<file path="config.mk">
export PLATFORM = sky130hd
export DESIGN_NAME = uart_tx_core_flat
export DESIGN_NICKNAME = d
export VERILOG_FILES = /design/src/rtl/uart_tx_core_if.sv /design/src/rtl/uart_tx_core.sv /design/src/flat_wrapper.sv
export SDC_FILE = /design/constraint.sdc
export NUM_CORES = 1
export LEC_CHECK = 0
export BUFFER_PORTS_ARGS = -buffer_cell sky130_fd_sc_hd__buf_2
export CORE_MARGIN = 3
export CORE_UTILIZATION = 35
export DETAILED_ROUTE_END_ITERATION = 10
export SLEW_MARGIN = 20
export SYNTH_ARGS = -nofsm -noshare
export SYNTH_HDL_FRONTEND = slang
export SYNTH_SLANG_ARGS = --single-unit
</file>
<file path="constraint.sdc">
create_clock -name clk_50m -period 3 [get_ports clk_50m]
set_input_delay 0.3 -clock clk_50m [delete_from_list [all_inputs] [get_ports clk_50m]]
set_output_delay 0.3 -clock clk_50m [all_outputs]
set_load 0.01 [all_outputs]
</file>
<file path="src/rtl/uart_tx_core_if.sv">
// Host-side transmit holding register port of the UART transmitter.
// The host writes bytes and watches the two LSR empty flags.
interface uart_tx_core_if;
   logic [7:0] thr_data;
   logic       thr_wr;
   logic       thr_empty;
   logic       tsr_empty;

   modport master (output thr_data, thr_wr, input thr_empty, tsr_empty);
   modport slave  (input thr_data, thr_wr, output thr_empty, tsr_empty);
endinterface

</file>
<file path="src/rtl/uart_tx_core.sv">
// 8250-style UART transmitter: 16x baud generator from the edge-detected 1.8432 MHz
// clock, THR/TSR pair and a start/data/parity/stop serialiser, all in clk_50m.
module uart_tx_core (
   input  logic        clk_50m,
   input  logic        rst_n,
   input  logic        uart_clk_in,
   input  logic [15:0] divisor,
   input  logic [1:0]  lcr_wls,
   input  logic        lcr_stb,
   input  logic        lcr_pen,
   input  logic        lcr_eps,
   input  logic        lcr_brk,
   uart_tx_core_if.slave thr_bus,
   output logic        baud16,
   output logic        txd,
   output logic [2:0]  state_dbg
);

   typedef enum logic [2:0] {IDLE, START, DATA, PARITY, STOP} state_t;

   state_t      state, state_n;
   logic        uclk_d, uclk_en;
   logic [15:0] cnt;
   logic [7:0]  thr_q, thr_n, tsr, tsr_n, mask_n;
   logic        thr_empty_q, thr_empty_n, tsr_empty_q, tsr_empty_n;
   logic [3:0]  tick, tick_n;
   logic [2:0]  bit_cnt, bit_n;
   logic [1:0]  wls_l, wls_n;
   logic        stb_l, stb_n, pen_l, pen_n, par_l, par_n;
   logic        txd_q, txd_n, load, stop_done;

   assign uclk_en = uart_clk_in & ~uclk_d;

   // Divisor 0 reloads 0 without pulsing, so the generator stays parked.
   always_ff @(posedge clk_50m or negedge rst_n) begin
      if (!rst_n) begin
         uclk_d <= 1'b0;
         cnt    <= 16'd0;
         baud16 <= 1'b0;
      end else begin
         uclk_d <= uart_clk_in;
         baud16 <= 1'b0;
         if (uclk_en) begin
            if (cnt <= 16'd1) begin
               cnt    <= divisor;
               baud16 <= (divisor != 16'd0);
            end else begin
               cnt <= cnt - 16'd1;
            end
         end
      end
   end

   always_ff @(posedge clk_50m or negedge rst_n) begin
      if (!rst_n) begin
         state       <= IDLE;
         thr_q       <= 8'd0;
         thr_empty_q <= 1'b1;
         tsr_empty_q <= 1'b1;
         tsr         <= 8'd0;
         tick        <= 4'd0;
         bit_cnt     <= 3'd0;
         wls_l       <= 2'd0;
         stb_l       <= 1'b0;
         pen_l       <= 1'b0;
         par_l       <= 1'b0;
         txd_q       <= 1'b1;
      end else begin
         state       <= state_n;
         thr_q       <= thr_n;
         thr_empty_q <= thr_empty_n;
         tsr_empty_q <= tsr_empty_n;
         tsr         <= tsr_n;
         tick        <= tick_n;
         bit_cnt     <= bit_n;
         wls_l       <= wls_n;
         stb_l       <= stb_n;
         pen_l       <= pen_n;
         par_l       <= par_n;
         txd_q       <= txd_n;
      end
   end

   // Stop is 16 ticks, or a second segment of 8 (wls=0) or 16 ticks when stb is set.
   assign stop_done = !stb_l ? (tick == 4'd15)
                             : (bit_cnt[0] && ((wls_l == 2'd0) ? (tick == 4'd7) : (tick == 4'd15)));

   always_comb begin
      state_n = state;
      tick_n  = tick;
      bit_n   = bit_cnt;
      tsr_n   = tsr;
      wls_n   = wls_l;
      stb_n   = stb_l;
      pen_n   = pen_l;
      par_n   = par_l;
      load    = 1'b0;
      mask_n  = 8'hFF >> (2'd3 - lcr_wls);
      if (baud16) begin
         case (state)
            IDLE: load = !thr_empty_q;
            START: begin
               tick_n = tick + 4'd1;
               if (tick == 4'd15) begin
                  state_n = DATA;
                  bit_n   = 3'd0;
               end
            end
            DATA: begin
               tick_n = tick + 4'd1;
               if (tick == 4'd15) begin
                  tsr_n = tsr >> 1;
                  if (bit_cnt == 3'd4 + {1'b0, wls_l}) begin
                     state_n = pen_l ? PARITY : STOP;
                     bit_n   = 3'd0;
                  end else begin
                     bit_n = bit_cnt + 3'd1;
                  end
               end
            end
            PARITY: begin
               tick_n = tick + 4'd1;
               if (tick == 4'd15) begin
                  state_n = STOP;
                  bit_n   = 3'd0;
               end
            end
            STOP: begin
               tick_n = tick + 4'd1;
               if (tick == 4'd15) bit_n = bit_cnt + 3'd1;
               if (stop_done) begin
                  if (!thr_empty_q) begin
                     load = 1'b1;
                  end else begin
                     state_n = IDLE;
                     tick_n  = 4'd0;
                     bit_n   = 3'd0;
                  end
               end
            end
            default: state_n = IDLE;
         endcase
      end
      if (load) begin
         state_n = START;
         tick_n  = 4'd0;
         bit_n   = 3'd0;
         tsr_n   = thr_q;
         wls_n   = lcr_wls;
         stb_n   = lcr_stb;
         pen_n   = lcr_pen;
         par_n   = (^(thr_q & mask_n)) ^ ~lcr_eps;
      end
   end

   // A write in the transfer cycle wins: TSR takes the old byte, THR stays full.
   always_comb begin
      thr_n       = thr_bus.thr_wr ? thr_bus.thr_data : thr_q;
      thr_empty_n = thr_bus.thr_wr ? 1'b0 : (load ? 1'b1 : thr_empty_q);
      tsr_empty_n = (state_n == IDLE) & thr_empty_n;
      case (state_n)
         START:   txd_n = 1'b0;
         DATA:    txd_n = tsr_n[0];
         PARITY:  txd_n = par_n;
         default: txd_n = 1'b1;
      endcase
   end

   assign thr_bus.thr_empty = thr_empty_q;
   assign thr_bus.tsr_empty = tsr_empty_q;
   assign txd               = txd_q & ~lcr_brk;
   assign state_dbg         = state;

endmodule

</file>
<file path="src/flat_wrapper.sv">
// flat-port wrapper written by rule: the top's interface ports become plain ports
module uart_tx_core_flat 
  (clk_50m, rst_n, uart_clk_in, divisor, lcr_wls, lcr_stb, lcr_pen, lcr_eps, lcr_brk, baud16, txd, state_dbg, thr_bus_thr_data, thr_bus_thr_wr, thr_bus_thr_empty, thr_bus_tsr_empty);
  uart_tx_core_if thr_bus_i ();
  input  logic clk_50m;
  input  logic rst_n;
  input  logic uart_clk_in;
  input  logic [15:0] divisor;
  input  logic [1:0] lcr_wls;
  input  logic lcr_stb;
  input  logic lcr_pen;
  input  logic lcr_eps;
  input  logic lcr_brk;
  output logic baud16;
  output logic txd;
  output logic [2:0] state_dbg;
  input wire logic [$bits(thr_bus_i.thr_data)-1:0] thr_bus_thr_data;
  input wire logic [$bits(thr_bus_i.thr_wr)-1:0] thr_bus_thr_wr;
  output wire logic [$bits(thr_bus_i.thr_empty)-1:0] thr_bus_thr_empty;
  output wire logic [$bits(thr_bus_i.tsr_empty)-1:0] thr_bus_tsr_empty;
  assign thr_bus_i.thr_data = thr_bus_thr_data;
  assign thr_bus_i.thr_wr = thr_bus_thr_wr;
  assign thr_bus_thr_empty = thr_bus_i.thr_empty;
  assign thr_bus_tsr_empty = thr_bus_i.tsr_empty;
  uart_tx_core u_core (.clk_50m(clk_50m), .rst_n(rst_n), .uart_clk_in(uart_clk_in), .divisor(divisor), .lcr_wls(lcr_wls), .lcr_stb(lcr_stb), .lcr_pen(lcr_pen), .lcr_eps(lcr_eps), .lcr_brk(lcr_brk), .thr_bus(thr_bus_i), .baud16(baud16), .txd(txd), .state_dbg(state_dbg));
endmodule
</file>
==> results_dict.tcl <==
set metrics [dict create \
    cts_tree "done" \
    post_cts_buffers 0 \
    ys_ff_latch 52 \
    cts_sinks 52 \
    period_needed_ns 2.53 \
    async_flop_share_pct 100 \
    clk_path_buf_depth 2 \
    clock_latency_ns 0.32 \
    regToRegStartpoint "u_core.cnt[5]" \
    grt_pass1_vias 2356 \
    cts_root_buf "clkbuf_8" \
    cts_buffers 5 \
    antenna_found_initial 0 \
    tightest_slew_ns 0.715 \
    cts_hold_buf 0 \
    grt_max_degree 33 \
    hpwl_mm 4.76 \
    yosysWarnings 0 \
    place_inst 451 \
    overflow 0 \
    highest_layer "met4" \
    ant_nets 0 \
    htreeDepth 2 \
    initial_core_util_pct 36.6 \
    cp.arrival_ns 2.72 \
    io_buffers 40 \
    track_usage_pct 15.2 \
    maxCapViolations 0 \
    syn-num-nets 354 \
    drc_errors 0 \
    diodes 0 \
    synth.distinct_cells 54 \
    synth_edf_count 0 \
    final-instance-count-excl-fill 459 \
    synth.top_cell.area_share_pct 43.0 \
    dieHeight_um 96.3 \
    wl_met2_mm 2.98 \
    seq_area_frac_synth_pct 45.7 \
    design_area_um2 3270 \
    startpoint "u_core.cnt[5]" \
    cp.required_ns 3.19 \
    num_vias 2476 \
    first_pass_iters 6 \
    core_um2 7810 \
    reg2reg_slack_ns 0.47 \
    ioPinCount 41 \
    reg2regPathDepth 7 \
    holdWs_ns 0.0121 \
    die_width_um 96.3 \
    dominantRegCellSynth "dfrtp_1" \
    yosys.area.top_type "dfrtp_1" \
    leakagePower_uw 0.00144 \
    die-area_um2 9270 \
    status "completed" \
    p_total_uw 1710 \
    dr_wl_met3_um 328 \
    grt_setup_unrepaired "no" \
    r2r-end "u_core.cnt[4]" \
    slew_headroom_pct 52.3 \
    setup_viol 0 \
    wl_per_cell_um 14.1 \
    p_per_area_nw_per_um2 524 \
    drive_gt1_share_pct 21.0 \
    grt_first_pass_wirelength_mm 11.1 \
    clk_pin_slew_ns 0.11 \
    routed_wl_mm 6.49 \
    min_path_type "input pin to async pin" \
    met1_length_mm 3.09 \
    syn_avg_cell_area_um2 9.03 \
    worst_setup_path_start_kind "flip-flop" \
    setup.worst_path.end "u_core.cnt[4]" \
    dr.first_iter.drc_count 85 \
    dpl-instance-area_um2 3180 \
    skew_ns 0.0136 \
    finalHoldViolCount 0 \
    fill_cells 804 \
    ir_worst_vdd_mv 0.221 \
    num_rows 32 \
    synth.most_common_cell "dfrtp_1" \
    cp_max_fo 23 \
    finalSetupTns_ns 0 \
    netlist_instances 316 \
    synth.area.top_cells "dfrtp_1 (43%), nand2_1 (5.3%), a21oi_1 (4.4%), o21ai_0 (4.0%), mux2_2 (3.6%)" \
    vias_per_cell 5.39 \
    max_freq_mhz 395 \
    syn_to_final_growth_pct 14.7 \
    place_congestion 0.871 \
    period_share_pct 84.4 \
    synth_area_um2 2850 \
    timing.final.max_slew_violations 0 \
    critPathCaptureType "flip-flop" \
    cts_resized 0 \
    synth_commonest_cells "dfrtp_1 (49), nand2_1 (40), a21oi_1 (25)" \
    final_nets 394 \
    timing_worst_setup_path_type "flip-flop to flip-flop" \
]
-- worst max-delay path, stage by stage (launching register included) --
cell	delay (ns)
dfrtp_1	0.42
or4_4	0.55
or3_1	0.33
or4_1	0.50
buf_4	0.22
and3_1	0.20
a21oi_1	0.11
o21ai_1	0.07
-- kinds of logic (layout without fill, tap and decap cells) --
| kind of cell | after synthesis | in the layout | share of synthesized area (%) |
|---|---|---|---|
| multiplexers | 10 | 10 | 3.90 |
| XOR/XNOR | 9 | 9 | 3.24 |
| buffers and inverters | 27 | 68 | 3.86 |
| AO/OA/AOI/OAI | 94 | 94 | 20.2 |
| AND/OR/NAND/NOR | 120 | 120 | 21.3 |
| flip-flops | 52 | 52 | 45.7 |
| adder cells (fa/ha/maj) | 4 | 4 | 1.75 |
-- placed cells by master, fill, tap and decap left out, drive strengths merged, types with 5 or more instances in the layout --
cell,instances
a21oi,27
nor4,11
inv,13
nand2b,5
buf,48
nand3,9
xnor2,7
o21ai,33
dfrtp,49
a22oi,8
nor2,18
clkbuf,5
and3,6
nor3,8
mux2,9
nand2,40
-- layer usage --
layer	up-vias	global-route usage, %
met4	0	4.56
li1	1227	-
met5	-	0
met3	11	3.05
met2	58	23.6
met1	1180	21.4
-- area by class of cell --
cell class | instances | area [um^2] | area share [%]
clock inverter | 3 | 27.5 | 0.841
clock buffer | 5 | 68.8 | 2.10
multi-input combinational | 237 | 1440 | 44.0
sequential | 52 | 1310 | 39.9
tap | 102 | 128 | 3.90
timing repair buffer | 48 | 260 | 7.95
inverter | 12 | 45.0 | 1.38
-- how the worst min path moves through the flow --
stage	endpoint	slack, ns	depth (start not counted)
detailed placement	u_core.tick[1]	0.40	1
global placement	u_core.tick[1]	0.41	1
CTS	u_core.tick[1]	0.05	1
floorplan	u_core.baud16	0.004	0
finish	u_core.tick[1]	0.01	1
global route	u_core.tick[1]	0.07	1
-- power breakdown --
group	switching [uW]	internal [uW]	total, uW
combinational	188	171	358
sequential	121	800	920
clock	263	172	435
total	571	1140	1710
-- flip-flops by register name (all words and copies together) (netlist names), 2 cells and up --
signal and count:
u_core.bit_cnt 3, u_core.cnt 16, u_core.state_dbg 3, u_core.thr_q 8, u_core.tick 4, u_core.tsr 8, u_core.wls_l 2
-- stage by stage --
step	utilization [%]	setup slack [ns]
2_1_floorplan	-	0.607
3_3_place_gp	40.7	0.510
3_5_place_dp	40.7	0.491
4_1_cts	41.9	0.478
5_1_grt	41.9	0.292
6_report	41.9	0.467
No activity file was read; power rests on OpenSTA's default activity.
